--- config.mk ---
export PLATFORM = sky130hd
export DESIGN_NAME = arp_query_arbiter
export DESIGN_NICKNAME = d
export VERILOG_FILES = /design/src/rtl/arp_query_arbiter.sv
export SDC_FILE = /design/constraint.sdc
export NUM_CORES = 1
export LEC_CHECK = 0
export BUFFER_PORTS_ARGS = -buffer_cell sky130_fd_sc_hd__buf_2
export CORE_UTILIZATION = 42
export DETAILED_ROUTE_END_ITERATION = 12
export PLACE_DENSITY = 0.73
export SLEW_MARGIN = 20
export SYNTH_ARGS = -nofsm -noshare
export SYNTH_HDL_FRONTEND = slang
export SYNTH_SLANG_ARGS = --single-unit
export TNS_END_PERCENT = 100
--- constraint.sdc ---
create_clock -name clk -period 3.45 [get_ports clk]
set_clock_uncertainty 0.05 [all_clocks]
set_input_delay 0.69 -clock clk [delete_from_list [all_inputs] [get_ports clk]]
set_output_delay 0.69 -clock clk [all_outputs]
set_load 0.005 [all_outputs]
--- src/rtl/arp_query_arbiter.sv ---
// Shares the single ARP cache query port among N_PORTS requesters.
// Grants are round-robin, with one query outstanding at a time. Each response
// goes back to the requester that issued the query. A response timeout turns a
// hung lookup into an error response. Late cache responses for queries that
// timed out are counted as stale and are discarded when they arrive.
//
// Ports:
//   clk, rst_n                  clock, asynchronous active-low reset
//   req_valid_i/req_ready_i/o   per-port query handshake; req_ip_i holds 32 bits per port
//   resp_valid_o/resp_ready_i   per-port response handshake; resp_error_o/resp_mac_o are shared
//   cache_req_*                 query issued to the cache (registered, held until accepted)
//   cache_resp_*                response from the cache (cache miss reported as an error)
//   busy_o                      high outside IDLE
//   timeout_pulse_o             one-cycle strobe when a lookup times out
module arp_query_arbiter #(
  parameter int N_PORTS        = 4,
  parameter int TIMEOUT_CYCLES = 1024
) (
  input  logic                 clk,
  input  logic                 rst_n,
  input  logic [N_PORTS-1:0]   req_valid_i,
  output logic [N_PORTS-1:0]   req_ready_o,
  input  logic [N_PORTS*32-1:0] req_ip_i,
  output logic [N_PORTS-1:0]   resp_valid_o,
  input  logic [N_PORTS-1:0]   resp_ready_i,
  output logic                 resp_error_o,
  output logic [47:0]          resp_mac_o,
  output logic                 cache_req_valid_o,
  input  logic                 cache_req_ready_i,
  output logic [31:0]          cache_req_ip_o,
  input  logic                 cache_resp_valid_i,
  output logic                 cache_resp_ready_o,
  input  logic                 cache_resp_error_i,
  input  logic [47:0]          cache_resp_mac_i,
  output logic                 busy_o,
  output logic                 timeout_pulse_o
);

  localparam int PW     = (N_PORTS > 1) ? $clog2(N_PORTS) : 1;
  localparam int CW_RAW = $clog2(TIMEOUT_CYCLES + 1);
  localparam int CW     = (CW_RAW < 1) ? 1 : CW_RAW;
  localparam bit TMO_EN = (TIMEOUT_CYCLES != 0);
  localparam logic [CW-1:0] TMO_VAL   = CW'(TIMEOUT_CYCLES);
  localparam logic [PW-1:0] LAST_INIT = PW'(N_PORTS - 1);

  localparam logic [1:0] S_IDLE    = 2'd0;
  localparam logic [1:0] S_ISSUE   = 2'd1;
  localparam logic [1:0] S_WAIT    = 2'd2;
  localparam logic [1:0] S_DELIVER = 2'd3;

  logic [1:0]    state_q, state_d;
  logic [PW-1:0] last_grant_q, last_grant_d;
  logic [PW-1:0] owner_q, owner_d;
  logic [31:0]   ip_q, ip_d;
  logic [CW-1:0] cnt_q, cnt_d;
  logic [3:0]    stale_q, stale_d;
  logic          err_q, err_d;
  logic [47:0]   mac_q, mac_d;
  logic          creq_vld_q, creq_vld_d;

  logic          grant_vld;
  logic [PW-1:0] grant_idx;
  logic [PW-1:0] cand;
  logic [31:0]   grant_ip;
  logic          cache_req_hs;
  logic          cresp_hs;
  logic          resp_use;
  logic          stale_drop;
  logic          tmo_hit;
  logic [CW-1:0] cnt_inc;

  // Round-robin search: first requester at or after last_grant+1, wrapping.
  always_comb begin
    grant_vld = 1'b0;
    grant_idx = '0;
    cand      = '0;
    for (int i = 1; i <= N_PORTS; i++) begin
      cand = PW'((int'(last_grant_q) + i) % N_PORTS);
      if (!grant_vld && req_valid_i[cand]) begin
        grant_vld = 1'b1;
        grant_idx = cand;
      end
    end
  end

  always_comb begin
    grant_ip = '0;
    for (int k = 0; k < N_PORTS; k++) begin
      if (grant_idx == PW'(k)) grant_ip = req_ip_i[k*32 +: 32];
    end
  end

  // req_ready is combinational from req_valid. Gating it with rst_n keeps a
  // requester from seeing a handshake while the state registers are held in reset.
  always_comb begin
    req_ready_o = '0;
    if (rst_n && state_q == S_IDLE && grant_vld) req_ready_o[grant_idx] = 1'b1;
  end

  always_comb begin
    resp_valid_o = '0;
    if (state_q == S_DELIVER) resp_valid_o[owner_q] = 1'b1;
  end

  assign cache_req_valid_o  = creq_vld_q;
  assign cache_req_ip_o     = ip_q;
  assign cache_resp_ready_o = (state_q != S_DELIVER);
  assign resp_error_o       = err_q;
  assign resp_mac_o         = mac_q;
  assign busy_o             = (state_q != S_IDLE);

  assign cache_req_hs = creq_vld_q && cache_req_ready_i;
  assign cresp_hs     = cache_resp_valid_i && cache_resp_ready_o;
  assign cnt_inc      = cnt_q + CW'(1);
  // While stale_q is nonzero, any accepted response belongs to an abandoned query.
  assign stale_drop   = cresp_hs && (stale_q != 4'd0);
  assign resp_use     = cresp_hs && (stale_q == 4'd0) && (state_q == S_WAIT);
  // A usable response in the same cycle as the timeout takes priority over it.
  assign tmo_hit      = TMO_EN && (state_q == S_WAIT) && (cnt_inc == TMO_VAL) && !resp_use;
  assign timeout_pulse_o = tmo_hit;

  always_comb begin
    state_d      = state_q;
    last_grant_d = last_grant_q;
    owner_d      = owner_q;
    ip_d         = ip_q;
    cnt_d        = cnt_q;
    stale_d      = stale_q;
    err_d        = err_q;
    mac_d        = mac_q;
    creq_vld_d   = creq_vld_q;

    // When a timeout and a stale drop happen in the same cycle, the count is unchanged.
    case ({tmo_hit, stale_drop})
      2'b10:   if (stale_q != 4'hF) stale_d = stale_q + 4'd1;
      2'b01:   stale_d = stale_q - 4'd1;
      default: stale_d = stale_q;
    endcase

    case (state_q)
      S_IDLE: begin
        if (grant_vld) begin
          ip_d         = grant_ip;
          owner_d      = grant_idx;
          last_grant_d = grant_idx;
          creq_vld_d   = 1'b1;
          state_d      = S_ISSUE;
        end
      end
      S_ISSUE: begin
        if (cache_req_hs) begin
          creq_vld_d = 1'b0;
          cnt_d      = '0;
          state_d    = S_WAIT;
        end
      end
      S_WAIT: begin
        cnt_d = cnt_inc;
        if (resp_use) begin
          err_d   = cache_resp_error_i;
          mac_d   = cache_resp_mac_i;
          state_d = S_DELIVER;
        end else if (tmo_hit) begin
          err_d   = 1'b1;
          mac_d   = '0;
          state_d = S_DELIVER;
        end
      end
      S_DELIVER: begin
        if (resp_ready_i[owner_q]) state_d = S_IDLE;
      end
      default: state_d = S_IDLE;
    endcase
  end

  always_ff @(posedge clk or negedge rst_n) begin
    if (!rst_n) begin
      state_q      <= S_IDLE;
      last_grant_q <= LAST_INIT;
      owner_q      <= '0;
      ip_q         <= '0;
      cnt_q        <= '0;
      stale_q      <= '0;
      err_q        <= 1'b0;
      mac_q        <= '0;
      creq_vld_q   <= 1'b0;
    end else begin
      state_q      <= state_d;
      last_grant_q <= last_grant_d;
      owner_q      <= owner_d;
      ip_q         <= ip_d;
      cnt_q        <= cnt_d;
      stale_q      <= stale_d;
      err_q        <= err_d;
      mac_q        <= mac_d;
      creq_vld_q   <= creq_vld_d;
    end
  end

endmodule

==> results of run 1 <==
-- cell families (layout without fill, tap and decap cells) --
logic type	Yosys count	after routing	synth area share (%)
and+or+nand+nor	215	215	16.5
AOI/OAI and AO/OA	126	126	12.3
muxes	103	103	19.2
DFF	103	103	45.2
buffers and inverters	53	324	3.90
adders and majority gates	10	10	2.32
xor gates and xnor gates	4	4	0.613
other	0	2	0
-- cell usage after synthesis (3+ instances only) --
cell type | count | area (µm²)
nor2b_1 | 3 | 18.8
a21oi_1 | 7 | 35.0
mux2_2 | 34 | 383
buf_4 | 4 | 30.0
nand3_1 | 9 | 45.0
or2_2 | 3 | 18.8
nor2_1 | 18 | 67.6
nand4_1 | 3 | 18.8
inv_1 | 12 | 45.0
clkbuf_1 | 29 | 109
xnor2_1 | 4 | 35.0
a31oi_1 | 4 | 25.0
or4_1 | 4 | 30.0
o22ai_1 | 3 | 18.8
ha_1 | 9 | 113
nor4_1 | 3 | 18.8
nand2_1 | 152 | 571
o21ai_0 | 93 | 465
nor3_1 | 4 | 20.0
dfrtp_1 | 101 | 2530
o41ai_1 | 3 | 26.3
and3_1 | 5 | 31.3
buf_2 | 7 | 35.0
mux2i_1 | 66 | 661
o31ai_1 | 4 | 30.0
-- through the flow --
step,util [%],total power [mW],instances,area (µm²),setup slack [ns]
2_1_floorplan,-,3.65,614,5710,0.132
3_3_place_gp,55.1,4.59,1043,7290,0.176
3_5_place_dp,55.1,4.66,1043,7290,0.129
4_1_cts,57.6,5.79,1059,7620,0.0146
5_1_grt,58.0,6.23,1063,7680,0.0395
6_report,58.0,5.76,1063,7680,0.210
-- registers in the layout (all words and copies together), names as in the netlist --
register,flops
cache_req_valid_o,1
cnt_q,11
last_grant_q,2
state_q,2
stale_q,4
resp_error_o,1
owner_q,2
resp_mac_o,48
cache_req_ip_o,32
-- critical path, stage by stage (launching register included) --
cell	delay, ns
dfrtp_1	0.36
ha_2	0.21
nand4_4	0.11
or4_4	0.55
a21boi_4	0.18
and4_4	0.24
buf_12	0.21
and2_1	0.15
buf_2	0.10
-- timing repair --
action | 4_1_cts | 5_1_grt
resized for setup | 2 | 11
setup endpoints to repair | 1 | 2
pin swaps | 0 | 0
buffers inserted | 0 | 2
hold buffers | 0 | 0
-- report_power, final --
| group | internal, mW | total, mW | switching [mW] |
|---|---|---|---|
| Combinational | 1.27 | 2.60 | 1.33 |
| Sequential | 1.74 | 2.06 | 0.319 |
| Clock | 0.587 | 1.10 | 0.510 |
| Total | 3.60 | 5.76 | 2.16 |
-- routing by layer --
layer / track usage, % / wire (µm) / vias up
li1: - / - / 2663
met2: 36.7 / 7640 / 197
met1: 28.4 / 6710 / 2531
met3: 8.06 / 1220 / 20
met4: 7.04 / 255 / 0
met5: 0 / 0 / -
-- area by class of cell --
type                    count  area (µm²)
clock buffers               9         225
repair buffers            296        1550
diodes                      2        5.00
fillers                  1228        5570
multi-input cells         458        2950
inverters                  12        45.0
well taps                 176         220
flip-flops and latches    103        2590
clock inverters             7        96.3
-- worst min path at each step --
| stage | endpoint | slack, ns |
|---|---|---|
| 5_1_grt | cnt_q[8] | 0.45 |
| 3_5_place_dp | cache_req_ip_o[27] | 0.42 |
| 6_report | owner_q[1] | 0.41 |
| 3_3_place_gp | cache_req_ip_o[26] | 0.41 |
| 2_1_floorplan | cache_req_ip_o[0] | 0.34 |
| 4_1_cts | owner_q[1] | 0.42 |
==> results.cfg, run 1 <==
[outcome]
status = completed

[timing]
worst_slew_pin_slew_ns = 0.947
timing.hold.ws_ns = 0.412
setup_tns_ns = 0
slew_headroom_pct = 36.6
report.final.hold_viol_count = 0
report.final.slew_viol_count = 0
period_share_pct = 93.9
max_freq_mhz = 309
min_period_ns = 3.24
rsz0062_at_grt = false
setup_violations = 0

[detailed_routing]
drt-pass1-iter-count = 4
drt-wirelength-per-cell_um = 14.9
detail_route.iter0.violations = 287
via_per_inst = 5.09
drtAntennaViolNets = 0
drc = 0
vias = 5411
routed_wl_um = 15800

[layout]
final_net_count = 1079
most-common-layout-cells = buf_2, nand2_1, dfrtp_1
final_common_cell = buf_2
area.growth.synth_to_final_pct = 34.4
drive_gt1_share_pct = 41.9

[yosys]
synth-seq-area-share_pct = 45.2
ys_ff_latch = 103
synth.distinct_cells = 50
synth_ff_type = dfrtp_1
synth_area_per_cell_um2 = 9.30
synth.net_count = 813
yosysWarnings = 0
synthCells = 614
syn-cell-area_um2 = 5710
async_flop_share_pct = 100
synth_edf_count = 0

[global_routing]
grt_max_degree = 61
overflow = 0
track_usage_pct = 22.7
grt_pass1_vias = 5159
grt_first_pass_wirelength_um = 25400
antenna_found_initial = 3

[die]
fp.dieW_um = 119
fp.dieArea_um2 = 14100
die_height_um = 119
coreArea_um2 = 13200
initial_core_util_pct = 43.1
design.portCount = 282
rows = 42

[worst_setup_path]
rrSetupSlack_ns = 0.22
crit_arrival_ns = 2.50
critical_path.endpoint = timeout_pulse_o
rr_worst_depth = 12
r2r-end = stale_q[3]
worstSetupEndpointType = primary output
setup.worst_path.start = cnt_q[0]
setup.worst_path.class = reg2out
worst-path-max-fanout = 54
critPathRequiredTime_ns = 2.71
cp-start-kind = flip-flop
timing.rr.start = cnt_q[0]

[cts]
clock_path_buffers = 2
cts_root_buf = clkbuf_16
clkLatencyLatePin_ns = 0.36
clock-sinks = 103
cts_tree = done
clk_pin_slew_ns = 0.08
htreeDepth = 3
cts_inserted_buffers = 9

[place]
gp_congestion = 0.844
port_buffers = 281
dp_hpwl_um = 11800

[run]
maxCapViolations = 0

[worst_hold_path]
hp-class = in2async

[power]
power_density_nw_per_um2 = 750
irDropWorstVdd_mv = 0.402
power.leakage_nw = 4.01
Note: power is estimated with default switching activity, not from simulation.
==> run 2: changes to the inputs <==
SETUP_SLACK_MARGIN = 0.4   (was unset)
==> run 2 against run 1 <==
- first-iteration DRC count fell by 15%
- combinational power barely moved
- maximum frequency rose by 8.2%
- global-route usage rose by 0.49 points
- sequential share of layout area fell by 0.25 points
- final cell count rose by 0.94%
==> results.cfg, run 2 (same netlist as run 1, synthesis figures left out) <==
[cts]
clkLatencyLatePin_ns = 0.34
htreeDepth = 3
cts_root_buf = clkbuf_16
clock-sinks = 103
clk_pin_slew_ns = 0.07
clock_path_buffers = 2
cts_inserted_buffers = 9
cts_tree = done
cts.hold.buffers_added = 0

[timing]
report.final.slew_viol_count = 0
rsz0062_at_grt = true
min_period_ns = 2.99
period_share_pct = 86.8
setup_violations = 0
max_freq_mhz = 334
worst_slew_pin_slew_ns = 0.904
setup_tns_ns = 0
timing.hold.ws_ns = 0.417
report.final.hold_viol_count = 0
slew_headroom_pct = 39.4

[detailed_routing]
via_per_inst = 5.12
drc = 0
vias = 5498
routed_wl_um = 16200
drtAntennaViolNets = 0
drt-wirelength-per-cell_um = 15.1
drt-pass1-iter-count = 4
detail_route.iter0.violations = 244

[layout]
largest_reg_flops = 48
final_common_cell = buf_2
most-common-layout-cells = buf_2, nand2_1, dfrtp_1
area.growth.synth_to_final_pct = 35.5
drive_gt1_share_pct = 43.1
antenna_cells = 0
final_cells = 1073
final_net_count = 1092

[run]
maxCapViolations = 0

[global_routing]
antenna_found_initial = 0
overflow = 0
grt_pass1_vias = 5302
grt_first_pass_wirelength_um = 26000
grt_max_degree = 69
track_usage_pct = 23.2

[die]
rows = 42
die_height_um = 119
fp.dieW_um = 119
initial_core_util_pct = 43.1
design.portCount = 282
coreArea_um2 = 13200
fp.dieArea_um2 = 14100

[power]
power.leakage_nw = 4.06
total_power_mw = 5.64
power_density_nw_per_um2 = 729
irDropWorstVdd_mv = 0.369

[outcome]
status = completed

[place]
dp_hpwl_um = 12000
port_buffers = 281
place_inst = 1041
gp_congestion = 0.827

[worst_setup_path]
setup.worst_path.class = reg2reg
worst-path-max-fanout = 5
cp-start-kind = flip-flop
critPathRequiredTime_ns = 3.67
worstSetupEndpointType = flip-flop
crit_arrival_ns = 3.21

[worst_hold_path]
hp-class = in2async
==> run 2: worst max-delay path, stage by stage, from the launching register on <==
cell,delay [ns]
dfrtp_2,0.43
ha_4,0.19
nand4_4,0.08
or4_4,0.43
a21boi_2,0.15
and4_1,0.23
or2_4,0.13
inv_1,0.05
ha_1,0.27
a21o_1,0.17
a21oi_2,0.18
or3b_4,0.39
a31oi_1,0.16
==> run 2: final timing paths <==
kind                                   start                end  slack (ns)  cells after the start
setup / recovery                    cnt_q[0]         stale_q[3]        0.46                     12
hold / removal                         rst_n         state_q[0]        0.42                      2
setup reg to reg                    cnt_q[0]         stale_q[3]        0.46                     12
hold reg to reg            cache_req_ip_o[6]  cache_req_ip_o[6]        0.43                      2
max in group asynchronous              rst_n           cnt_q[5]        2.29                      2
min in group clk           cache_req_ip_o[6]  cache_req_ip_o[6]        0.43                      2
==> run 2: where the power goes <==
part | switching, mW | internal (mW)
registers | 0.325 | 1.74
clock network | 0.477 | 0.500
logic | 1.32 | 1.28
total | 2.12 | 3.52
==> run 2: per-stage QoR <==
stage | setup slack (ns) | cell area, µm² | util [%]
6_report | 0.457 | 7740 | 58.5
5_1_grt | 0.292 | 7740 | 58.5
4_1_cts | 0.410 | 7650 | 57.7
3_5_place_dp | 0.341 | 7300 | 55.1
3_3_place_gp | 0.422 | 7300 | 55.1
2_1_floorplan | 0.487 | 5740 | -
==> run 2: layout make-up <==
class | instances | area, µm²
inverters | 12 | 45.0
clock inverters | 6 | 51.3
flip-flops and latches | 103 | 2590
clock buffers | 9 | 225
multi-input cells | 458 | 2970
repair buffers | 309 | 1640
fillers | 1261 | 5500
well taps | 176 | 220
==> run 2: repair_timing <==
action / CTS / global route
endpoints found under the setup margin: 2 / 2
resized for setup: 7 / 5
buffers inserted: 7 / 10
hold endpoints to repair: 0 / 0
pin swaps: 2 / 9
==> run 2: per-layer routing <==
layer	GRT usage [%]	vias up	share of wire [%]
met5	0	-	0
met4	8.23	0	2.1
met3	6.61	23	8.2
met2	41.0	205	51
met1	26.7	2578	38
li1	-	2692	-
